$ cat src/rtl/sqrt_seq_unit_if.sv
// Start/done handshake and result bundle for sqrt_seq_unit.
// master drives St/N; slave returns done, busy, sqrt, rem.
interface sqrt_seq_unit_if #(
  parameter int W = 8
);
  logic           St;
  logic [W-1:0]   N;
  logic           done;
  logic           busy;
  logic [W/2-1:0] sqrt;
  logic [W/2:0]   rem;

  modport master (
    output St, N,
    input  done, busy, sqrt, rem
  );

  modport slave (
    input  St, N,
    output done, busy, sqrt, rem
  );
endinterface

$ cat src/rtl/sqrt_seq_unit.sv
// Sequential restoring square root, one root bit per clock.
// Ports: clk, rstN (async low), bus (St/N in; done/busy/sqrt/rem out).
module sqrt_seq_unit #(
  parameter int W = 8
) (
  input  logic         clk,
  input  logic         rstN,
  sqrt_seq_unit_if.slave bus
);

  localparam int H  = W / 2;
  localparam int CW = (H > 1) ? $clog2(H) : 1;

  generate
    if ((W % 2) != 0 || W < 2 || W > 32) begin : g_bad_w
      $error("sqrt_seq_unit: W must be even, 2..32");
    end
  endgenerate

  typedef enum logic [1:0] {
    IDLE,
    LOAD,
    CALC,
    DONE
  } state_t;

  state_t st, st_n;

  logic [W-1:0]  x;
  logic [H-1:0]  r;
  logic [H:0]    q;
  logic [CW-1:0] cnt;
  logic          done_q;
  logic          busy_q;
  logic [H-1:0]  sqrt_q;
  logic [H:0]    rem_q;

  logic [H+1:0]  qp;
  logic [H+1:0]  t;
  logic [H+1:0]  df;
  logic          ge;
  logic [H:0]    qn;
  logic [H:0]    rw;
  logic [H-1:0]  rn;
  logic          last;

  assign last = (cnt == '0);

  // q never exceeds 2r, so its top bit is clear
  // whenever it is shifted into qp.
  always_comb begin
    qp = {q[H-1:0], x[W-1:W-2]};
    t  = {r, 2'b01};
    df = qp - t;
    ge = (qp >= t);
    qn = ge ? df[H:0] : qp[H:0];
    rw = {r, ge};
    rn = rw[H-1:0];
  end

  always_ff @(posedge clk or negedge rstN) begin
    if (!rstN) st <= IDLE;
    else       st <= st_n;
  end

  always_comb begin
    st_n = IDLE;
    case (st)
      IDLE: st_n = bus.St ? LOAD : IDLE;
      LOAD: st_n = CALC;
      CALC: st_n = last ? DONE : CALC;
      DONE: st_n = bus.St ? DONE : IDLE;
      default: st_n = IDLE;
    endcase
  end

  always_ff @(posedge clk or negedge rstN) begin
    if (!rstN) begin
      x      <= '0;
      r      <= '0;
      q      <= '0;
      cnt    <= '0;
      done_q <= 1'b0;
      busy_q <= 1'b0;
      sqrt_q <= '0;
      rem_q  <= '0;
    end else begin
      case (st)
        LOAD: begin
          x      <= bus.N;
          r      <= '0;
          q      <= '0;
          cnt    <= CW'(H - 1);
          busy_q <= 1'b1;
        end
        CALC: begin
          x <= x << 2;
          q <= qn;
          r <= rn;
          if (last) begin
            sqrt_q <= rn;
            rem_q  <= qn;
            done_q <= 1'b1;
            busy_q <= 1'b0;
          end else begin
            cnt <= cnt - 1'b1;
          end
        end
        DONE: begin
          if (!bus.St) done_q <= 1'b0;
        end
        default: ;
      endcase
    end
  end

  assign bus.done = done_q;
  assign bus.busy = busy_q;
  assign bus.sqrt = sqrt_q;
  assign bus.rem  = rem_q;

endmodule
$ cat src/flat_wrapper.sv
// flat-port wrapper written by rule: the top's interface ports become plain ports
module sqrt_seq_unit_flat 
#(
  parameter int W = 8
)
  (clk, rstN, bus_St, bus_N, bus_done, bus_busy, bus_sqrt, bus_rem);
  sqrt_seq_unit_if #(.W(W)) bus_i ();
  input  logic clk;
  input  logic rstN;
  input wire logic [$bits(bus_i.St)-1:0] bus_St;
  input wire logic [$bits(bus_i.N)-1:0] bus_N;
  output wire logic [$bits(bus_i.done)-1:0] bus_done;
  output wire logic [$bits(bus_i.busy)-1:0] bus_busy;
  output wire logic [$bits(bus_i.sqrt)-1:0] bus_sqrt;
  output wire logic [$bits(bus_i.rem)-1:0] bus_rem;
  assign bus_i.St = bus_St;
  assign bus_i.N = bus_N;
  assign bus_done = bus_i.done;
  assign bus_busy = bus_i.busy;
  assign bus_sqrt = bus_i.sqrt;
  assign bus_rem = bus_i.rem;
  sqrt_seq_unit #(.W(W)) u_core (.clk(clk), .rstN(rstN), .bus(bus_i));
endmodule
$ cat config.mk
export PLATFORM = sky130hd
export DESIGN_NAME = sqrt_seq_unit_flat
export DESIGN_NICKNAME = d
export VERILOG_FILES = /design/src/rtl/sqrt_seq_unit_if.sv /design/src/rtl/sqrt_seq_unit.sv /design/src/flat_wrapper.sv
export SDC_FILE = /design/constraint.sdc
export NUM_CORES = 1
export LEC_CHECK = 0
export CAP_MARGIN = 25
export CORE_MARGIN = 2
export CORE_UTILIZATION = 31
export DETAILED_ROUTE_END_ITERATION = 8
export PLACE_DENSITY = 0.58
export SETUP_SLACK_MARGIN = 0.4
export SLEW_MARGIN = 20
export SYNTH_ARGS = -nofsm -noshare
export SYNTH_HDL_FRONTEND = slang
export SYNTH_SLANG_ARGS = --single-unit
$ cat constraint.sdc
create_clock -name clk -period 5.6 [get_ports clk]
set_input_delay 1.12 -clock clk [delete_from_list [all_inputs] [get_ports clk]]
set_output_delay 1.12 -clock clk [all_outputs]
set_load 0.1 [all_outputs]
==> results of run 1 <==
per-layer routing:
| metal | vias up | track usage | share of wire | wire (um) |
|---|---|---|---|---|
| li1 | 572 | - | - | - |
| met1 | 507 | 0.150 | 0.51 | 1430 |
| met2 | 22 | 0.169 | 0.42 | 1180 |
| met3 | 6 | 0.0489 | 0.050 | 140 |
| met4 | 0 | 0.0526 | 0.023 | 66 |
| met5 | - | 0 | 0 | 0 |
final cells by class:
class | count | area share
timing repair buffer | 23 | 0.119
clock buffer | 8 | 0.0510
inverter | 17 | 0.0325
tap | 70 | 0.0446
multi-input combinational | 102 | 0.358
sequential | 31 | 0.395
kinds of logic (layout without fill, tap and decap cells):
kind of cell,Yosys count,after routing
simple gates,35,35
buf+inv,26,48
mux,15,15
fa+ha+maj,11,11
flops,31,31
xor+xnor,4,4
compound gates,37,37
state kept, by name, indices dropped and copies added, names as in the netlist:
name / cells
u_core.bus.busy: 1
u_core.bus.done: 1
u_core.bus.rem: 5
u_core.bus.sqrt: 4
u_core.cnt: 2
u_core.q: 4
u_core.r: 4
u_core.st: 2
u_core.x: 8
layout by cell type, fill, tap and decap left out:
cell type        netlist  routed
nand3_1                5       5
mux2_4                 1       1
clkdlybuf4s50_1        0      21
a21oi_2                1       1
nand4_1                1       1
clkbuf_1               7       1
buf_4                  0       1
nor2_1                13      13
o22ai_2                1       1
o22ai_1                3       3
o21ai_0               14      14
inv_1                 17      17
mux2_2                 2       2
mux2i_1               12      12
o21a_1                 1       1
ha_1                  11      11
a211o_1                1       1
a31o_2                 3       3
nand2b_1               1       1
buf_8                  0       1
xnor2_1                3       3
nand2_1               12      12
clkbuf_8               0       7
a21oi_1               12      12
nor2b_1                3       3
xor2_1                 1       1
o21ai_2                1       1
dfrtp_1               31      31
final timing paths:
| kind | end | slack, ns |
|---|---|---|
| min | u_core.bus.rem[1]$_DFFE_PN0P_ | 0.48 |
| min reg2reg | u_core.bus.rem[1]$_DFFE_PN0P_ | 0.48 |
| max in group asynchronous | u_core.x[4]$_DFFE_PN0P_ | 4.07 |
| min in group asynchronous | u_core.bus.sqrt[0]$_DFFE_PN0P_ | 1.22 |
| max | bus_busy | 2.71 |
| max reg2reg | u_core.bus.rem[0]$_DFFE_PN0P_ | 3.40 |
metrics by stage:
stage / hold slack [ns] / setup slack (ns) / area, um^2 / utilization / cells
floorplan: 0.469 / 3.57 / 1580 / - / 159
global placement: 0.460 / 3.01 / 1850 / 0.369 / 242
detailed placement: 0.466 / 3.00 / 1850 / 0.369 / 242
CTS: 0.481 / 2.69 / 1950 / 0.389 / 250
global route: 0.500 / 2.64 / 1960 / 0.392 / 251
finish: 0.476 / 2.71 / 1960 / 0.392 / 251
==> out/metrics.yaml, run 1 <==
status: "completed"
antenna_found_initial: 0
synthArstFlopShare: 1.00
hold_path.class: "flip-flop to flip-flop"
period_minus_slack_ns: 2.89
cpLargestDelayFamily: "buffers and inverters"
area_growth_pct: 23.9
yosys.area.top_type_share: 0.490
worstPathCellList: "clkdlybuf4s50_1"
syn-cell-area_um2: 1580
grt_pass1_vias: 1049
hold_viol: 0
synthXorXnorAreaFrac: 0.0221
fin_skew_ns: 0.00630
core_um2: 5010
seq_area_um2: 776
wire_per_inst_um: 11.2
port_buffers: 21
synth.avg_cell_area_um2: 9.96
min_period_over_period: 0.517
worstMarginPinSlew_ns: 0.967
cts_hold_buf: 0
worstSetupPathType: "flip-flop to output port"
cts_setup_buffers: 0
fmax_mhz: 345
first_pass_iters: 4
hold_depth: 2
cts_buffer_depth: 2
synth_compound_area_frac: 0.140
synth.net_count: 181
cap_violations: 0
r2r.worst_path.cells: 4
synth_top_family_by_area: "compound AO/OA/AOI/OAI gates"
wl_um: 2810
start_util: 0.316
vias: 1107
ctsResizeCount: 0
crit_start: "u_core.bus.busy$_DFFE_PN0P_"
overflow: 0
reg2reg_from: "u_core.st[0]$_DFF_PN0_"
max_slew_margin: 0.353
ant_nets: 0
htree_levels: 2
critical_path_peak_fanout: 3
synthFlopType: "dfrtp_1"
cts_sinks: 31
io_pins: 22
rows: 26
rsz0062_at_grt: "false"
worstSetupStartpointType: "flip-flop"
setup_viol_count_final: 0
path_buf_inv: 1
required_ns: 4.48
cp-end-kind: "output port"
clockRootBuffer: "clkbuf_8"
multi_input_area_um2: 702
grt_usage: 0.116
arrival_ns: 1.77
path_depth: 1
die_height_um: 75.5
hpwl_um: 1950
synth_area_leader_cell: "dfrtp_1"
avgViaCountPerCell: 4.41
synth_adder_area_share: 0.0869
clkLatencyLatePin_ns: 0.28
yosysMostFrequentCell: "dfrtp_1"
grt_pass1_wl_um: 4820
synthMuxAreaShare: 0.0995
slew_viol_final: 0
fin_setup_tns_ns: 0
syn_inst: 159
hp-start: "u_core.bus.rem[1]$_DFFE_PN0P_"
seq_area_frac_synth: 0.490
synthSimpleGateAreaFrac: 0.0948
grt_max_degree: 35
drc: 0
synth_area_leaders: "dfrtp_1 (49%), ha_1 (8.7%), mux2i_1 (7.6%), o21ai_0 (4.4%), inv_1 (4.0%)"
cts_made_buffers: 5
synth_edf_count: 0
fillers: 538
chipWidth_um: 75.5
clk_pin_slew_ns: 0.07
tritoncts: "built"
synthTopCellsByCount: "dfrtp_1 (31), inv_1 (17), o21ai_0 (14)"
gp_congestion: 0.794
synth_seq_cells: 31
ys_warn_count: 0
synth_cell_types: 26
n_antenna_cell: 0
dr.first_iter.drc_count: 81
drive_gt1_frac: 0.0994
cp_slowest_stage_delay_ns: 1.14
nets: 202
die-area_um2: 5700
crit_path_top_delay_cell: "clkdlybuf4s50_1"
Power of run 1 is not shown: default switching activity piles up to over one toggle a cycle in this logic, so the estimate is an artifact.
==> inputs of run 2 (changes only) <==
==> constraint.sdc (replaced) <==
create_clock -name clk -period 2.77 [get_ports clk]
set_input_delay 0.554 -clock clk [delete_from_list [all_inputs] [get_ports clk]]
set_output_delay 0.554 -clock clk [all_outputs]
set_load 0.1 [all_outputs]
==> run 2 against run 1 <==
  * Clock skew barely moved
  * Worst setup slack got worse by 1.9 ns
  * Cell area fell by 1.7%
  * Via count rose by 0.99%
  * First-iteration DRC count fell by 28%
  * Sequential share of layout area rose by 0.67 points
  * Clock-buffer cell count fell by 2
==> out/metrics.yaml, run 2 (synthesis results as in run 1) <==
status: "completed"
start_util: 0.316  # unchanged
nets: 204  # +0.99%
grt_pass1_wl_um: 4920  # +2.0%
ant_nets: 0  # unchanged
htree_levels: 2  # unchanged
wl_um: 2880  # +2.2%
clkLatencyLatePin_ns: 0.28  # about the same
worstSetupStartpointType: "flip-flop"
dr.first_iter.drc_count: 58  # -28%
top_register: "u_core.x"
slew_viol_final: 0  # unchanged
cts_setup_buffers: 0  # unchanged
port_buffers: 21  # unchanged
io_pins: 22  # unchanged
fin_ws_ns: 0.830  # -1.88 ns
min_period_over_period: 0.700
place_inst: 245  # +1.2%
tritoncts: "built"
grt_use_met2: 0.171  # +0.00193
grtUsageMet3: 0.0463  # -0.00265
hpwl_um: 2090  # +7.3%
cts_buffer_depth: 2  # unchanged
area_growth_pct: 21.8
fin_setup_tns_ns: 0  # unchanged
cp_slowest_stage_delay_ns: 0.36  # -0.78 ns
gp_congestion: 0.818  # +3.0%
layout_common_cells: "dfrtp_1 (31), inv_1 (17), buf_4 (15)"
critical_path_peak_fanout: 7  # +4
die_height_um: 75.5  # unchanged
grt_usage: 0.117  # +0.000681
clockRootBuffer: "clkbuf_8"
cap_violations: 0  # unchanged
hold_viol: 0  # unchanged
drc: 0  # unchanged
crit_path_top_delay_cell: "ha_1"
arrival_ns: 2.08  # +0.31 ns
first_pass_iters: 4  # unchanged
overflow: 0  # unchanged
worstMarginPinSlew_ns: 0.521  # -0.446 ns
cts_hold_buf: 0  # unchanged
worstSetupPathType: "flip-flop to flip-flop"
n_antenna_cell: 0  # unchanged
wire_per_inst_um: 11.4  # +1.8%
grt_pass1_vias: 1088  # +3.7%
busiest_layer: "met2"
avgViaCountPerCell: 4.44  # +0.59%
grt_util_met1: 0.155  # +0.00464
rsz0062_at_grt: "false"
fillers: 516  # -4.1%
antenna_found_initial: 0  # unchanged
cpLargestDelayFamily: "compound AO/OA/AOI/OAI gates"
fin_skew_ns: 0.00647  # +0.000170 ns
cp-end-kind: "flip-flop"
dpl_worst_slack_ns: 0.834  # -2.16 ns
hold_path.class: "flip-flop to flip-flop"
layout_commonest_cell: "dfrtp_1"
clk_pin_slew_ns: 0.07  # about the same
drive_gt1_frac: 0.170  # +0.0709
setup_viol_count_final: 0  # unchanged
grt_max_degree: 32  # -8.6%
core_um2: 5010  # unchanged
rows: 26  # unchanged
period_minus_slack_ns: 1.94
die-area_um2: 5700  # unchanged
cts_sinks: 31  # unchanged
path_buf_inv: 1  # unchanged
worstPathCellList: "inv_1 > ha_1 > nand4_1 > a21oi_1 > a211o_1 > mux2i_1 > o21ai_0"
fin_hold_ws_ns: 0.475  # -0.000944 ns
vias: 1118  # +0.99%
required_ns: 2.91  # -1.57 ns
ctsResizeCount: 0  # unchanged
chipWidth_um: 75.5  # unchanged
cts_made_buffers: 5  # unchanged
largest_reg_flops: 8  # unchanged
fmax_mhz: 515
max_slew_margin: 0.652  # +0.298
stdcell_count: 252  # +0.40%
## run 2: worst register-to-register path, stage by stage, from the launching register on
cell,delay [ns]
dfrtp_1,0.35
inv_1,0.08
ha_1,0.36
nand4_1,0.11
a21oi_1,0.16
a211o_1,0.32
mux2i_1,0.32
o21ai_0,0.10
## run 2: area by class of cell
class | count | area, um^2 | share of cell area
Clock buffer | 6 | 82.6 | 0.0428
Sequential cell | 31 | 776 | 0.402
Clock inverter | 1 | 5.00 | 0.00259
Multi-Input combinational cell | 102 | 702 | 0.364
Timing Repair Buffer | 25 | 213 | 0.110
Tap cell | 70 | 87.6 | 0.0454
Inverter | 17 | 63.8 | 0.0331
## run 2: worst paths after layout
path / endpoint / depth (start not counted) / slack, ns / start
worst max register to register: u_core.bus.rem[3]$_DFFE_PN0P_ / 7 / 0.83 / u_core.r[0]$_DFFE_PN0P_
max in group asynchronous: u_core.x[7]$_DFFE_PN0P_ / 2 / 1.82 / rstN
min in group asynchronous: u_core.bus.busy$_DFFE_PN0P_ / 2 / 0.67 / rstN
worst min-delay path: u_core.bus.rem[1]$_DFFE_PN0P_ / 2 / 0.48 / u_core.bus.rem[1]$_DFFE_PN0P_
worst min register to register: u_core.bus.rem[1]$_DFFE_PN0P_ / 2 / 0.48 / u_core.bus.rem[1]$_DFFE_PN0P_
worst max-delay path: u_core.bus.rem[3]$_DFFE_PN0P_ / 7 / 0.83 / u_core.r[0]$_DFFE_PN0P_
## run 2: routing by layer
| layer | share of wire | vias to the layer above |
|---|---|---|
| met5 | 0 | - |
| met4 | 0.013 | 0 |
| met3 | 0.049 | 5 |
| met2 | 0.46 | 22 |
| met1 | 0.48 | 512 |
| li1 | - | 579 |
## run 2: metrics by stage
step	utilization	area [um^2]
2_1_floorplan	-	1580
6_report	0.385	1930
4_1_cts	0.385	1930
5_1_grt	0.385	1930
3_3_place_gp	0.368	1840
3_5_place_dp	0.368	1840
Power of run 2 is left out for the same reason.
